<file path="config.mk">
export PLATFORM = sky130hd
export DESIGN_NAME = demux_stream_1to4
export DESIGN_NICKNAME = d
export VERILOG_FILES = /design/src/rtl/demux_stream_1to4.sv
export SDC_FILE = /design/constraint.sdc
export NUM_CORES = 1
export LEC_CHECK = 0
export ABC_AREA = 1
export CAP_MARGIN = 10
export CORE_ASPECT_RATIO = 0.75
export CORE_UTILIZATION = 40
export CTS_CLUSTER_DIAMETER = 200
export DETAILED_ROUTE_END_ITERATION = 16
export HOLD_SLACK_MARGIN = 0.02
export PLACE_DENSITY = 0.74
export SLEW_MARGIN = 20
export SYNTH_ARGS = -nofsm -noshare
export SYNTH_HDL_FRONTEND = slang
export SYNTH_SLANG_ARGS = --single-unit
</file>
<file path="constraint.sdc">
create_clock -name clk -period 1.35 [get_ports clk]
set_clock_uncertainty 0.15 [all_clocks]
set_input_delay 0.135 -clock clk [delete_from_list [all_inputs] [get_ports clk]]
set_output_delay 0.135 -clock clk [all_outputs]
set_load 0.01 [all_outputs]
</file>
<file path="src/rtl/demux_stream_1to4.sv">
// Registered 1-to-4 stream demultiplexer: each word goes to one of four
// one-entry channel buffers, chosen by explicit select or a round-robin pointer.
module demux_stream_1to4 #(
    parameter int unsigned WIDTH = 2
) (
    input  logic             clk,
    input  logic             rst,
    input  logic [WIDTH-1:0] in_data,
    input  logic             in_valid,
    output logic             in_ready,
    input  logic [1:0]       select,
    input  logic             rr_en,
    output logic [WIDTH-1:0] out0,
    output logic [WIDTH-1:0] out1,
    output logic [WIDTH-1:0] out2,
    output logic [WIDTH-1:0] out3,
    output logic [3:0]       out_valid,
    input  logic [3:0]       out_ready,
    output logic [1:0]       rr_ptr
);

    localparam int unsigned NCH = 4;

    typedef enum logic {
        EMPTY = 1'b0,
        FULL  = 1'b1
    } ch_state_t;

    ch_state_t        state_q [NCH];
    ch_state_t        state_d [NCH];
    logic [WIDTH-1:0] data_q  [NCH];
    logic [WIDTH-1:0] data_d  [NCH];
    logic [1:0]       rr_q;
    logic [1:0]       rr_d;
    logic [1:0]       dest;
    logic             accept;

    // Destination and handshake are combinational so a draining channel can reload with no bubble.
    assign dest     = rr_en ? rr_q : select;
    assign in_ready = ~out_valid[dest] | out_ready[dest];
    assign accept   = in_valid & in_ready;

    always_comb begin
        for (int k = 0; k < NCH; k++) begin
            out_valid[k] = (state_q[k] == FULL);
        end
    end

    assign out0   = data_q[0];
    assign out1   = data_q[1];
    assign out2   = data_q[2];
    assign out3   = data_q[3];
    assign rr_ptr = rr_q;

    // Per-channel EMPTY/FULL next state; a load to a FULL channel overrides its drain.
    always_comb begin
        for (int k = 0; k < NCH; k++) begin
            state_d[k] = state_q[k];
            data_d[k]  = data_q[k];
        end
        rr_d = rr_q;

        for (int k = 0; k < NCH; k++) begin
            case (state_q[k])
                EMPTY: begin
                    if (accept && (dest == 2'(k))) begin
                        state_d[k] = FULL;
                        data_d[k]  = in_data;
                    end
                end
                FULL: begin
                    if (accept && (dest == 2'(k))) begin
                        data_d[k] = in_data;
                    end else if (out_ready[k]) begin
                        state_d[k] = EMPTY;
                    end
                end
                default: state_d[k] = EMPTY;
            endcase
        end

        if (accept && rr_en) begin
            rr_d = rr_q + 2'(1);
        end
    end

    always_ff @(posedge clk) begin
        if (rst) begin
            for (int k = 0; k < NCH; k++) begin
                state_q[k] <= EMPTY;
                data_q[k]  <= '0;
            end
            rr_q <= '0;
        end else begin
            for (int k = 0; k < NCH; k++) begin
                state_q[k] <= state_d[k];
                data_q[k]  <= data_d[k];
            end
            rr_q <= rr_d;
        end
    end

endmodule

</file>
==> summary.txt <==
Layout
  – Number of antenna diodes: 0
  – Share of layout cells above drive strength 1: 31.8%
  – Layout Nets: 186
  – Fin cells: 195
  – Finished Cell Area: 0.00138 mm^2
  – Finished Core Util: 75.0%
  – Synthesis-to-finish area growth: 66.2%
  – Most frequent cells in the layout: inv_1 (28), nand2_1 (28), dlygate4sd2_1 (15)

Worst setup path
  – Nature of the critical path startpoint: input pin
  – R2R Path End: data_q[2][0]
  – Worst Path Required: 1410 ps
  – R2r startpoint: rr_ptr[1]
  – CP Capture Type: register
  – Critical path class: input pin to register
  – Worst r2r path cells: 9
  – Worst Path Max Fanout: 4
  – R2r setup slk: -280 ps
  – Arrival time at the worst endpoint: 1720 ps
  – Worst Setup SP: select[1]

Synth
  – Post-Syn Area per Cell: 6.24 um^2
  – Cell area after synthesis: 830 um^2
  – Register area share after synthesis: 33.8%
  – Syn Inst Count: 133
  – Synth warn: 0
  – Netlist cell types: 16
  – #FFs+latches synth: 14
  – Syn Nets: 145

Global route
  – Overflow left after global routing: 0
  – Global-route wire length before repair: 3380 um
  – Pin count of the biggest net entering global routing: 16
  – Global-route usage over all layers: 19.7%
  – Vias in the first global route: 808
  – Initial antenna violation count: 0

Clocking
  – Clk_lat worst skew: 280 ps
  – CTS Hold Buffers Added: 0
  – Root buffer cell: clkbuf_4
  – CTS tree: yes
  – CTS sink count: 14
  – Worst-case clock buffer depth: 2
  – Total CTS buffers: 3
  – CTS clk-pin slew, worst paths: 90 ps
  – Htree depth: 1

Power and ir drop
  – Cell Pwr Density: 796 mW/mm^2
  – Pleak: 0.737 nW
  – Power Total: 0.00110 W
  – Maximum VDD drop: 0.703 mV

Outcome
  – Failing checks: setup timing
  – Outcome: finished, violations left

Drt
  – Post-Route WL: 2460 um
  – DR pass1 iterations: 4
  – WL/cell: 12.6 um
  – Via/cell ratio: 4.98
  – Vias: 972
  – Post-route ant nets: 0
  – DR iter-0 viols: 58
  – # DRC: 0

Placement
  – Quantity of I/O buffers inserted on ports: 26
  – Post-detail-place hpwl: 1470 um
  – Placed cells: 189
  – Routability cong.: 0.836
  – Placed cell areas: 0.00120 mm^2

Timing
  – Final hold violation count: 0
  – Endpoints failing setup: 15
  – RSZ-0062 raised after global routing: true
  – Setup TNS: -3050 ps
  – Period minus WS final: 1660 ps
  – Setup WS post-layout: -310 ps
  – Max Transition Viols Final: 0
  – Maximum clock rate: 602 MHz
  – Final period util: 123%
  – Slew of the pin with the lowest slew margin: 391 ps
  – Relative slew slack: 73.9%

Min path
  – Hold Crit Depth: 4
  – Worst hold path class: input pin to register
  – WHS Endpoint: rr_ptr[0]
  – Min-Delay Startpoint: rr_en

Floorplan
  – # rows: 13
  – I/O pin count: 27
  – Die Span Y: 41.4 um
  – Area of the die: 0.00226 mm^2
  – Die width: 54.6 um
  – Core area: 0.00184 mm^2
  – Initial core utilization: 45.1%

Run
  – MaxCap Viol Count: 0
## report_power, final
group	internal [W]	switching, W
clock	0.000164	0.000139
combinational	0.000159	0.000187
sequential	0.000437	0.0000122
## logic make-up after synthesis
| kind of cell | after synthesis | share of synthesized area, % |
|---|---|---|
| simple gates | 74 | 41.6 |
| buf+inv | 39 | 21.0 |
| compound gates | 6 | 3.62 |
| flops | 14 | 33.8 |
## synthesized netlist by cell type, drive strengths merged
cell type / instances / area [um^2]
nand2: 44 / 193
nand3: 10 / 50.1
a21oi: 5 / 25.0
dfxtp: 14 / 280
nor2: 11 / 46.3
clkinv: 1 / 3.75
buf: 6 / 50.0
inv: 32 / 120
nand4: 9 / 56.3
o21ai: 1 / 5.00
## sequential cells by signal, summed over array words and instances, names as in the netlist
name and flops:
data_q 8, rr_ptr 2, state_q 4
## worst max-delay path: stages
cell	delay [ps]
clkdlybuf4s50_1	450
inv_1	60
o21ai_4	170
inv_2	70
buf_4	140
nor2_1	310
nand3_4	130
nand2_1	80
inv_1	50
nor2_1	120
## timing repair
| action | 4_1_cts | 5_1_grt |
|---|---|---|
| cloned | 0 | 1 |
| hold endpoints to repair | 0 | 0 |
| endpoints found under the setup margin | 29 | 16 |
| pin swaps | 1 | 15 |
| gates resized for setup | 28 | 26 |
| buffers inserted | 1 | 0 |
## stage by stage
stage / setup WS, ps / hold WS (ps)
after CTS: -222 / 257
after global routing: -388 / 287
after detailed placement: -694 / 353
after floorplan: -30.9 / 54.1
final: -310 / 260
after global placement: -668 / 348
## layout make-up
type                       instances  area, um^2
timing repair buffer              42         409
sequential                        14         285
fill                             141         459
tap                               22        27.5
multi-input combinational         80         497
clock buffer                       4        36.3
inverter                          33         124
## how the worst max path moves through the flow
stage,endpoint,slack [ps],cells after the start
2_1_floorplan,data_q[3][0],-30,12
6_report,data_q[2][0],-310,10
3_3_place_gp,in_ready,-670,8
4_1_cts,in_ready,-220,9
3_5_place_dp,in_ready,-690,11
5_1_grt,data_q[2][0],-390,9
## layer usage
metal  track usage [%]  vias to the layer above  wire, um
met3              2.20                       15       183
li1                  -                      478         -
met5                 0                        -         0
met4              6.15                        0        64
met1              29.0                      422      1100
met2              29.4                       57      1110
(Power assumes the default switching activity.)
